<file path="config.mk">
export PLATFORM = sky130hd
export DESIGN_NAME = vip_frame_ctrl_flat
export DESIGN_NICKNAME = d
export VERILOG_FILES = /design/src/rtl/vip_frame_ctrl_if.sv /design/src/rtl/vip_frame_ctrl.sv /design/src/flat_wrapper.sv
export SDC_FILE = /design/constraint.sdc
export NUM_CORES = 1
export LEC_CHECK = 0
export CORE_ASPECT_RATIO = 1.75
export CORE_UTILIZATION = 44
export DETAILED_ROUTE_END_ITERATION = 8
export GPL_ROUTABILITY_DRIVEN = 0
export PLACE_DENSITY = 0.67
export SYNTH_ARGS = -nofsm -noshare
export SYNTH_HDL_FRONTEND = slang
export SYNTH_SLANG_ARGS = --single-unit
</file>
<file path="constraint.sdc">
create_clock -name clk -period 3.67 [get_ports clk]
set_input_delay 0.734 -clock clk [delete_from_list [all_inputs] [get_ports clk]]
set_output_delay 0.734 -clock clk [all_outputs]
set_load 0.05 [all_outputs]
</file>
<file path="src/rtl/vip_frame_ctrl_if.sv">
// Video timing and threshold-configuration bus for the Sobel frame controller.
// The master drives the video strobes and config requests; the slave returns status.
interface vip_frame_ctrl_if;
    logic        per_frame_vsync;
    logic        per_frame_href;
    logic        per_frame_clken;
    logic        cfg_valid;
    logic [7:0]  cfg_threshold;
    logic        cfg_ready;
    logic [7:0]  sobel_threshold;
    logic        frame_start;
    logic        frame_done;
    logic        frame_err;
    logic [15:0] frame_cnt;

    modport master (
        output per_frame_vsync, per_frame_href, per_frame_clken,
        output cfg_valid, cfg_threshold,
        input  cfg_ready, sobel_threshold,
        input  frame_start, frame_done, frame_err, frame_cnt
    );

    modport slave (
        input  per_frame_vsync, per_frame_href, per_frame_clken,
        input  cfg_valid, cfg_threshold,
        output cfg_ready, sobel_threshold,
        output frame_start, frame_done, frame_err, frame_cnt
    );
endinterface

</file>
<file path="src/rtl/vip_frame_ctrl.sv">
// Frame controller: tracks vsync/href framing, checks frame geometry and applies
// host threshold updates to the Sobel stage only at start of frame.
module vip_frame_ctrl #(
    parameter logic [9:0] IMG_HDISP   = 10'd640,
    parameter logic [9:0] IMG_VDISP   = 10'd480,
    parameter logic [7:0] THRESH_INIT = 8'd40
) (
    input  logic             clk,
    input  logic             rst,
    vip_frame_ctrl_if.slave  bus
);

    localparam int unsigned CNT_W   = 10;
    localparam int unsigned THR_W   = 8;
    localparam int unsigned FCNT_W  = 16;
    localparam logic [CNT_W-1:0] CNT_MAX = '1;

    typedef enum logic [1:0] {
        IDLE     = 2'd0,
        WAIT_SOF = 2'd1,
        FRAME    = 2'd2
    } state_t;

    state_t              state_q, state_d;

    logic                vsync_q, href_q;
    logic                vs_rise, vs_fall, href_rise, href_fall;
    logic                sof, in_frame;

    logic [CNT_W-1:0]    pix_cnt_q,  pix_cnt_d;
    logic [CNT_W-1:0]    line_cnt_q, line_cnt_d;
    logic                err_acc_q,  err_acc_d;
    logic                pending_q,  pending_d;
    logic [THR_W-1:0]    pend_val_q, pend_val_d;
    logic                cfg_ready_q, cfg_ready_d;
    logic [THR_W-1:0]    thresh_q,   thresh_d;
    logic                frame_start_q, frame_start_d;
    logic                frame_done_q,  frame_done_d;
    logic                frame_err_q,   frame_err_d;
    logic [FCNT_W-1:0]   frame_cnt_q,   frame_cnt_d;

    // Edges compare the live input against its one-cycle registered copy
    assign vs_rise   =  bus.per_frame_vsync & ~vsync_q;
    assign vs_fall   = ~bus.per_frame_vsync &  vsync_q;
    assign href_rise =  bus.per_frame_href  & ~href_q;
    assign href_fall = ~bus.per_frame_href  &  href_q;

    assign sof      = (state_q == WAIT_SOF) & vs_rise;
    assign in_frame = (state_q == FRAME);

    always_ff @(posedge clk or posedge rst) begin
        if (rst) begin
            state_q <= IDLE;
        end else begin
            state_q <= state_d;
        end
    end

    // IDLE refuses start-of-frame so a frame already running at reset is skipped
    always_comb begin
        state_d = state_q;
        case (state_q)
            IDLE:     if (!bus.per_frame_vsync) state_d = WAIT_SOF;
            WAIT_SOF: if (vs_rise)              state_d = FRAME;
            FRAME:    if (vs_fall)              state_d = WAIT_SOF;
            default:                            state_d = IDLE;
        endcase
    end

    always_comb begin
        pix_cnt_d     = pix_cnt_q;
        line_cnt_d    = line_cnt_q;
        err_acc_d     = err_acc_q;
        pending_d     = pending_q;
        pend_val_d    = pend_val_q;
        thresh_d      = thresh_q;
        frame_err_d   = frame_err_q;
        frame_cnt_d   = frame_cnt_q;
        frame_start_d = sof;
        frame_done_d  = in_frame & vs_fall;

        if (sof) begin
            pix_cnt_d  = '0;
            line_cnt_d = '0;
            err_acc_d  = 1'b0;
        end else if (in_frame) begin
            // The rising-edge cycle already carries the first pixel of the line
            if (href_rise) begin
                pix_cnt_d = CNT_W'(bus.per_frame_clken);
            end else if (bus.per_frame_href && bus.per_frame_clken && (pix_cnt_q != CNT_MAX)) begin
                pix_cnt_d = pix_cnt_q + CNT_W'(1);
            end

            if (href_fall) begin
                if (pix_cnt_q != IMG_HDISP) err_acc_d = 1'b1;
                if (line_cnt_q != CNT_MAX)  line_cnt_d = line_cnt_q + CNT_W'(1);
            end

            // Uses the *_d values so a coincident href fall is folded in first
            if (vs_fall) begin
                frame_err_d = err_acc_d | (line_cnt_d != IMG_VDISP);
                frame_cnt_d = frame_cnt_q + FCNT_W'(1);
            end
        end

        if (sof && pending_q) begin
            thresh_d  = pend_val_q;
            pending_d = 1'b0;
        end

        // cfg_ready_q is ~pending_q, so this never overlaps the apply above
        if (bus.cfg_valid && cfg_ready_q) begin
            pending_d  = 1'b1;
            pend_val_d = bus.cfg_threshold;
        end

        cfg_ready_d = ~pending_d;
    end

    always_ff @(posedge clk or posedge rst) begin
        if (rst) begin
            vsync_q       <= 1'b0;
            href_q        <= 1'b0;
            pix_cnt_q     <= '0;
            line_cnt_q    <= '0;
            err_acc_q     <= 1'b0;
            pending_q     <= 1'b0;
            pend_val_q    <= '0;
            cfg_ready_q   <= 1'b1;
            thresh_q      <= THRESH_INIT;
            frame_start_q <= 1'b0;
            frame_done_q  <= 1'b0;
            frame_err_q   <= 1'b0;
            frame_cnt_q   <= '0;
        end else begin
            vsync_q       <= bus.per_frame_vsync;
            href_q        <= bus.per_frame_href;
            pix_cnt_q     <= pix_cnt_d;
            line_cnt_q    <= line_cnt_d;
            err_acc_q     <= err_acc_d;
            pending_q     <= pending_d;
            pend_val_q    <= pend_val_d;
            cfg_ready_q   <= cfg_ready_d;
            thresh_q      <= thresh_d;
            frame_start_q <= frame_start_d;
            frame_done_q  <= frame_done_d;
            frame_err_q   <= frame_err_d;
            frame_cnt_q   <= frame_cnt_d;
        end
    end

    assign bus.cfg_ready       = cfg_ready_q;
    assign bus.sobel_threshold = thresh_q;
    assign bus.frame_start     = frame_start_q;
    assign bus.frame_done      = frame_done_q;
    assign bus.frame_err       = frame_err_q;
    assign bus.frame_cnt       = frame_cnt_q;

endmodule

</file>
<file path="src/flat_wrapper.sv">
// flat-port wrapper written by rule: the top's interface ports become plain ports
module vip_frame_ctrl_flat 
#(
    parameter logic [9:0] IMG_HDISP   = 10'd640,
    parameter logic [9:0] IMG_VDISP   = 10'd480,
    parameter logic [7:0] THRESH_INIT = 8'd40
)
  (clk, rst, bus_per_frame_vsync, bus_per_frame_href, bus_per_frame_clken, bus_cfg_valid, bus_cfg_threshold, bus_cfg_ready, bus_sobel_threshold, bus_frame_start, bus_frame_done, bus_frame_err, bus_frame_cnt);
  vip_frame_ctrl_if bus_i ();
  input  logic clk;
  input  logic rst;
  input wire logic [$bits(bus_i.per_frame_vsync)-1:0] bus_per_frame_vsync;
  input wire logic [$bits(bus_i.per_frame_href)-1:0] bus_per_frame_href;
  input wire logic [$bits(bus_i.per_frame_clken)-1:0] bus_per_frame_clken;
  input wire logic [$bits(bus_i.cfg_valid)-1:0] bus_cfg_valid;
  input wire logic [$bits(bus_i.cfg_threshold)-1:0] bus_cfg_threshold;
  output wire logic [$bits(bus_i.cfg_ready)-1:0] bus_cfg_ready;
  output wire logic [$bits(bus_i.sobel_threshold)-1:0] bus_sobel_threshold;
  output wire logic [$bits(bus_i.frame_start)-1:0] bus_frame_start;
  output wire logic [$bits(bus_i.frame_done)-1:0] bus_frame_done;
  output wire logic [$bits(bus_i.frame_err)-1:0] bus_frame_err;
  output wire logic [$bits(bus_i.frame_cnt)-1:0] bus_frame_cnt;
  assign bus_i.per_frame_vsync = bus_per_frame_vsync;
  assign bus_i.per_frame_href = bus_per_frame_href;
  assign bus_i.per_frame_clken = bus_per_frame_clken;
  assign bus_i.cfg_valid = bus_cfg_valid;
  assign bus_i.cfg_threshold = bus_cfg_threshold;
  assign bus_cfg_ready = bus_i.cfg_ready;
  assign bus_sobel_threshold = bus_i.sobel_threshold;
  assign bus_frame_start = bus_i.frame_start;
  assign bus_frame_done = bus_i.frame_done;
  assign bus_frame_err = bus_i.frame_err;
  assign bus_frame_cnt = bus_i.frame_cnt;
  vip_frame_ctrl #(.IMG_HDISP(IMG_HDISP), .IMG_VDISP(IMG_VDISP), .THRESH_INIT(THRESH_INIT)) u_core (.clk(clk), .rst(rst), .bus(bus_i));
endmodule
</file>
==> results.md, run 1 <==
* Area share of fa/ha/maj cells after synthesis at around 1.7%
* RSZ-0062 raised after global routing: no
* Drt via density at roughly 5.6
* Worst rel slew slack at between 40% and 50%
* Pre-antenna DRT Iters at 4
* Critical Path RT at 3.88 ns
* Die area at 0.00704 mm2
* Setup Total Neg Slack at 0 ns
* HPWL after detailed placement at roughly 4300 um
* Compound-cell area share of the yosys netlist at between 10% and 20%
* Number of synthesized flops with an enable pin at 0
* Post-CTS setup buffers at 0
* Clock insertion delay at the later pin of the skew report at 0.33 ns
* Post-synthesis sequential area ratio at between 50% and 60%
* ANT nets after route at 0
* Crit path time final at ~2.5 ns
* Total track usage at 20.5%
* Slew @ Worst Pin at between 0.8 and 0.9 ns
* Total wire length at slightly above 6000 um
* Synth unique cells at between 40 and 50
* Worst setup SP type: input pin
* Setup skew after layout at around 0.0055 ns
* Instance area after placement at roughly 0.0035 mm2
* Ratio of cells with drive above 1 in the final layout at between 10% and 20%
* Count of final max-slew check failures at 0
* Core ar. at about 0.0065 mm2
* Via Count at between 2000 and 2500
* Worst hold margin at roughly 0.47 ns
* Mapped Cells at between 200 and 300
* Drt drc at 0
* Initial cell density of the core at 45.4%
* Fin nets at 341
* Synthesis Warnings at 0
* CTS tree: yes
* Post-cts sizing count at 0
* Area delta synth->final at 27.8%
* TritonCTS Buffers at 9
* Mean area per synthesized cell at roughly 11 um2
* XOR/XNOR Fraction of Synth Area at 5.94%
* Clk buf depth at 2
* Main combinational cell family by area after synthesis: simple AND/OR/NAND/NOR gates
* Simple-gate area share of the yosys netlist at 19.7%
* Routed len/inst at around 15 um
* Number of global-route vias before repair at 2276
* Finished Core Util at between 50% and 60%
* Root Buffer: clkbuf_16
* First-pass GRT wire length at 10700 um
* Async SR Flop Fraction at between 90% and 100%
* MaxCap Viol Count at 0
* # clock sinks at 62
* Clock-pin slew on the worst setup and hold paths at 0.05 ns
* Status: finished clean
* Largest net degree at the start of global routing at 63
* Die Ht at 110 um
* Worst vdd ir at between 0.3 and 0.4 mV
* Antenna violations before repair at 0
* Static leakage at between 1.5 and 2 nW
* Endpoints failing setup at 0
* Arrival @ worst endpoint at around 2.7 ns
* Syn nets at 294
* Worst setup path category: input pin to register
* Clock H-tree levels at 3
* Post-synthesis mux area share at just over 7%
* Final Instance Area at 0.00377 mm2
* # diodes at 0
* DIE WIDTH at approximately 64 um
* Max Clk Rate at a little over 400 MHz
* Port Buffer Count at roughly 40
* Hold Crit Class: register to register
* Hold Vio Cnt, Final at 0
* Main flop type after synthesis: dfrtp_1
* R2R Setup Slk at 1.47 ns
* Ports at 42
* Initial drt markers at about 110
* CTS Hold Buffers Added at 0
* # rows at 39
* Period utilization at 67.7%
* Cell Pwr Density at around 630 mW/mm2
* Cell Area, Synth at 0.00295 mm2
* GRT overflow at 0
* CP endpoint kind: register
* Crit-path max FO at 9
* Synthesis-stage register bit count at 62
metal layers:
metal | track usage, % | part of all wire, % | vias up
met4 | 16.1 | 3.8 | 0
met1 | 22.5 | 40 | 1091
li1 | - | - | 1097
met2 | 33.7 | 52 | 72
met5 | 0 | 0 | -
met3 | 4.94 | 4.4 | 20
worst paths after layout:
path | start | to | depth (start not counted)
setup / recovery | bus_per_frame_href | u_core.bus.frame_err | 6
hold / removal | u_core.bus.frame_cnt[15] | u_core.bus.frame_cnt[15] | 1
setup reg to reg | u_core.line_cnt_q[0] | u_core.bus.frame_err | 5
hold reg to reg | u_core.bus.frame_cnt[15] | u_core.bus.frame_cnt[15] | 1
max in group asynchronous | rst | u_core.bus.sobel_threshold[3] | 3
min in group asynchronous | rst | u_core.bus.frame_cnt[6] | 3
report_power, final:
group | switching, mW | internal (mW) | leakage, nW
Sequential | 0.0753 | 0.826 | 0.807
Clock | 0.291 | 0.561 | 0.146
Combinational | 0.367 | 0.242 | 0.625
Total | 0.733 | 1.63 | 1.58
worst max-delay path, cell delays in order:
cell and delay, ns:
clkdlybuf4s50_1 0.51, nand2b_1 0.32, or4_1 0.55, a21oi_1 0.16, o21ai_1 0.07, o32a_1 0.35
cell families after synthesis:
group | after synthesis
AND/OR/NAND/NOR | 110
flip-flops | 62
AO/OA/AOI/OAI | 43
XOR/XNOR | 20
multiplexers | 19
buffers and inverters | 18
adder cells (fa/ha/maj) | 4
state kept, by name, indices dropped and copies added (netlist names):
name	cells
u_core.pending_q	1
u_core.href_q	1
u_core.bus.frame_cnt	16
u_core.line_cnt_q	10
u_core.bus.cfg_ready	1
u_core.state_q	2
u_core.pix_cnt_q	10
u_core.bus.frame_done	1
u_core.vsync_q	1
u_core.bus.frame_err	1
u_core.err_acc_q	1
u_core.bus.sobel_threshold	8
u_core.bus.frame_start	1
u_core.pend_val_q	8
layout by cell type, fill, tap and decap left out, types with 2 or more instances in the layout:
cell / instances
dfrtp_1: 59
nor3_1: 6
a32o_1: 2
nor4_1: 9
or3_1: 2
mux2_2: 18
nand2b_1: 5
nor2_1: 16
nand3_1: 17
inv_1: 6
clkdlybuf4s50_1: 41
nand4_1: 9
clkbuf_1: 2
or4_1: 2
ha_1: 4
clkbuf_8: 2
dfstp_2: 3
a31oi_1: 4
buf_4: 4
and3_1: 3
and4_1: 3
a21o_1: 2
a21oi_1: 6
xor2_1: 4
and2_1: 4
o22ai_1: 2
inv_2: 2
o41ai_1: 2
nand2_1: 25
clkbuf_16: 9
o21ai_0: 12
o31ai_1: 2
nor2b_1: 4
xnor2_1: 16
Yosys cell counts, types with 3 or more instances:
library cell | count | area [um2]
mux2_2 | 18 | 203
a21oi_1 | 6 | 30.0
nor4_1 | 9 | 56.3
dfstp_2 | 3 | 78.8
nor2_1 | 16 | 60.1
xnor2_1 | 16 | 140
ha_1 | 4 | 50.1
nor3_1 | 6 | 30.0
xor2_1 | 4 | 35.0
and3_1 | 3 | 18.8
nand2b_1 | 5 | 31.3
nand4_1 | 9 | 56.3
and2_1 | 4 | 25.0
o21ai_0 | 12 | 60.1
buf_2 | 8 | 40.0
nor2b_1 | 4 | 25.0
nand2_1 | 25 | 93.8
inv_1 | 7 | 26.3
and4_1 | 3 | 26.3
dfrtp_1 | 59 | 1480
a31oi_1 | 4 | 25.0
nand3_1 | 17 | 85.1
metrics by stage:
step           power (mW)  instances  worst slack, ns
2_1_floorplan        1.32        276             1.40
3_3_place_gp         1.52        394            0.844
3_5_place_dp         1.53        394            0.842
4_1_cts              2.39        410             1.19
5_1_grt              2.48        410             1.04
6_report             2.36        410             1.18
final cells by class:
class / count / area (um2)
Clock inverter: 3 / 42.5
Timing Repair Buffer: 46 / 460
Inverter: 8 / 30.0
Multi-Input combinational cell: 196 / 1320
Tap cell: 82 / 103
Sequential cell: 62 / 1560
Fill cell: 555 / 2720
Clock buffer: 13 / 260
Note: power is estimated with default switching activity, not from simulation.
==> run 2, diff against run 1 <==
==> constraint.sdc (replaced) <==
create_clock -name clk -period 2.4 [get_ports clk]
set_input_delay 0.48 -clock clk [delete_from_list [all_inputs] [get_ports clk]]
set_output_delay 0.48 -clock clk [all_outputs]
set_load 0.05 [all_outputs]
==> results.md, run 2 (same netlist as run 1, synthesis figures left out) <==
* Status: finished clean (unchanged)
* FF-to-FF path depth at 5 (unchanged)
* Clock-pin slew on the worst setup and hold paths at 0.05 ns (about the same)
* Largest net degree at the start of global routing at 37 (was 63)
* Period utilization at about 90%
* Antenna violations before repair at 0 (unchanged)
* First-pass GRT wire length at 10600 um (was 10700 um)
* Worst rel slew slack at 52.6% (was 41.9%)
* HPWL after detailed placement at 4400 um (was 4310 um)
* # diodes at 0 (unchanged)
* Finished Core Util at 58.5% (was 58.0%)
* ANT nets after route at 0 (unchanged)
* Die Ht at 110 um (unchanged)
* DIE WIDTH at 63.9 um (unchanged)
* # clock sinks at 62 (unchanged)
* Die area at 0.00704 mm2 (unchanged)
* Total wire length at 6390 um (was 6200 um)
* Crit-path slowest cell: o31ai_1 (was or4_1)
* Busiest layer in global routing: met2 (unchanged)
* Initial cell density of the core at 45.4% (unchanged)
* Placed insts at 402 (was 394)
* # rows at 39 (unchanged)
* Hold path start: u_core.bus.frame_cnt[15] (unchanged)
* Cell Pwr Density at 935 mW/mm2 (was 627 mW/mm2)
* Worst R2R End: u_core.bus.frame_err (unchanged)
* Clk buf depth at 2 (unchanged)
* Drt via density at 5.61 (was 5.56)
* Initial drt markers at 107 (was 112)
* Post-route insts no fill at 418 (was 410)
* Routed len/inst at 15.3 um (was 15.1 um)
* Hold Crit Endpoint: u_core.bus.frame_cnt[15] (unchanged)
* Hold Crit Depth at 1 (unchanged)
* R2R Setup Slk at 0.24 ns (was 1.47 ns)
* Critical Path RT at 2.61 ns (was 3.88 ns)
* Worst setup path category: register to register (was input pin to register)
* Clock insertion delay at the later pin of the skew report at 0.33 ns (about the same)
* Ports at 42 (unchanged)
* TritonCTS Buffers at 9 (unchanged)
* RSZ-0062 raised after global routing: no (unchanged)
* Via Count at 2343 (was 2280)
* GR met3 Demand/Resource at 4.22% (was 4.94%)
* Multi-input gate area at 0.00132 mm2 (unchanged)
* CTS tree: yes (unchanged)
* Post-CTS setup buffers at 0 (unchanged)
* Port Buffer Count at 41 (unchanged)
* FF+latch area at 0.00156 mm2 (unchanged)
* Critical-path cell list: ha_1 -> nand3_1 -> o31ai_1 -> a32oi_1 -> o32a_1 (was clkdlybuf4s50_1 -> nand2b_1 -> or4_1 -> a21oi_1 -> o21ai_1 -> o32a_1)
* MaxCap Viol Count at 0 (unchanged)
* Arrival @ worst endpoint at 2.38 ns (was 2.70 ns)
* Hold Crit Class: register to register (unchanged)
* Root Buffer: clkbuf_16 (unchanged)
* Max Clk Rate at approximately 460 MHz
* Count of final max-slew check failures at 0 (unchanged)
* RR Startpoint: u_core.line_cnt_q[0] (unchanged)
* Number of global-route vias before repair at 2309 (was 2276)
* Met2 Usage GRT at 33.9% (was 33.7%)
* Ratio of cells with drive above 1 in the final layout at 15.5% (was 13.1%)
* Crit-path max FO at 8 (was 9)
* Crit path time final at between 2 and 2.5 ns
* Core ar. at 0.00649 mm2 (unchanged)
* Area delta synth->final at 28.9% (was 27.8%)
* Slew @ Worst Pin at 0.706 ns (was 0.869 ns)
* Clock H-tree levels at 3 (unchanged)
* Worst vdd ir at 0.560 mV (was 0.326 mV)
* Grt met1 use at 22.7% (was 22.5%)
* CTS Hold Buffers Added at 0 (unchanged)
* Max reg flops at 16 (unchanged)
* Commonest non-fill, non-tap cell in the layout: dfrtp_1 (unchanged)
* Filler Cell Count at 549 (was 555)
* Max incr delay on CP at 0.64 ns (was 0.55 ns)
* Post-cts sizing count at 0 (unchanged)
* Static leakage at 1.61 nW (was 1.58 nW)
* Total track usage at 20.1% (was 20.5%)
* Endpoints failing setup at 0 (unchanged)
* GRT overflow at 0 (unchanged)
* Setup skew after layout at 0.00603 ns (was 0.00554 ns)
* Drt drc at 0 (unchanged)
* Pre-antenna DRT Iters at 4 (unchanged)
* Power Total at 3.55 mW (was 2.36 mW)
* Hold Vio Cnt, Final at 0 (unchanged)
* Most frequent cells in the layout: 59 x dfrtp_1, 41 x clkdlybuf4s50_1, 25 x nand2_1, 18 x mux2_2, 17 x nand3_1 (unchanged)
* Worst setup SP type: register (was input pin)
* Fin nets at 349 (was 341)
* CP endpoint kind: register (unchanged)
[run 2: cell count changes in the layout (fill, tap and decap cells not counted), sizes merged]
cell	delta
clkinv	+1
buf	+8
bufinv	-1
[run 2: layer usage]
| metal | part of all wire (%) | wire [um] | vias up |
|---|---|---|---|
| met5 | 0 | 0 | - |
| met2 | 51 | 3280 | 77 |
| met4 | 3.7 | 237 | 0 |
| li1 | - | - | 1119 |
| met1 | 41 | 2620 | 1125 |
| met3 | 4.0 | 258 | 22 |
[run 2: worst max path at each step]
stage                                              from                       end  slack [ns]
after detailed placement            bus_per_frame_vsync  u_core.bus.frame_cnt[11]       -0.04
after floorplan                                     rst   u_core.bus.frame_cnt[0]        0.38
after CTS                 u_core.bus.sobel_threshold[3]    bus_sobel_threshold[3]        0.26
after global routing               u_core.line_cnt_q[0]      u_core.bus.frame_err        0.11
after global placement               bus_per_frame_href      u_core.bus.frame_err        0.03
final                              u_core.line_cnt_q[0]      u_core.bus.frame_err        0.24
[run 2: per-stage QoR]
step	hold WS, ns	setup TNS [ns]	worst slack (ns)	cell area, um2
2_1_floorplan	0.466	0	0.384	2950
3_3_place_gp	0.465	0	0.0286	3510
3_5_place_dp	0.482	-0.0424	-0.0354	3510
4_1_cts	0.493	0	0.259	3800
5_1_grt	0.510	0	0.114	3800
6_report	0.485	0	0.236	3800
[run 2: area by class of cell]
type | instances | area share (%)
tap | 82 | 2.70
multi-input combinational | 196 | 34.6
timing repair buffer | 54 | 13.4
sequential | 62 | 40.9
clock buffer | 13 | 7.11
inverter | 8 | 0.791
clock inverter | 3 | 0.461
[run 2: where the power goes]
group	switching, mW	internal [mW]	leakage, nW
Sequential	0.120	1.26	0.807
Combinational	0.562	0.377	0.660
Clock	0.451	0.779	0.142
[run 2: worst max-delay path, delay by kind of cell (launching register included)]
family          cells  cell delay (ns)
flops               1             0.47
compound gates      3             1.21
simple gates        1             0.12
fa+ha+maj           1             0.24
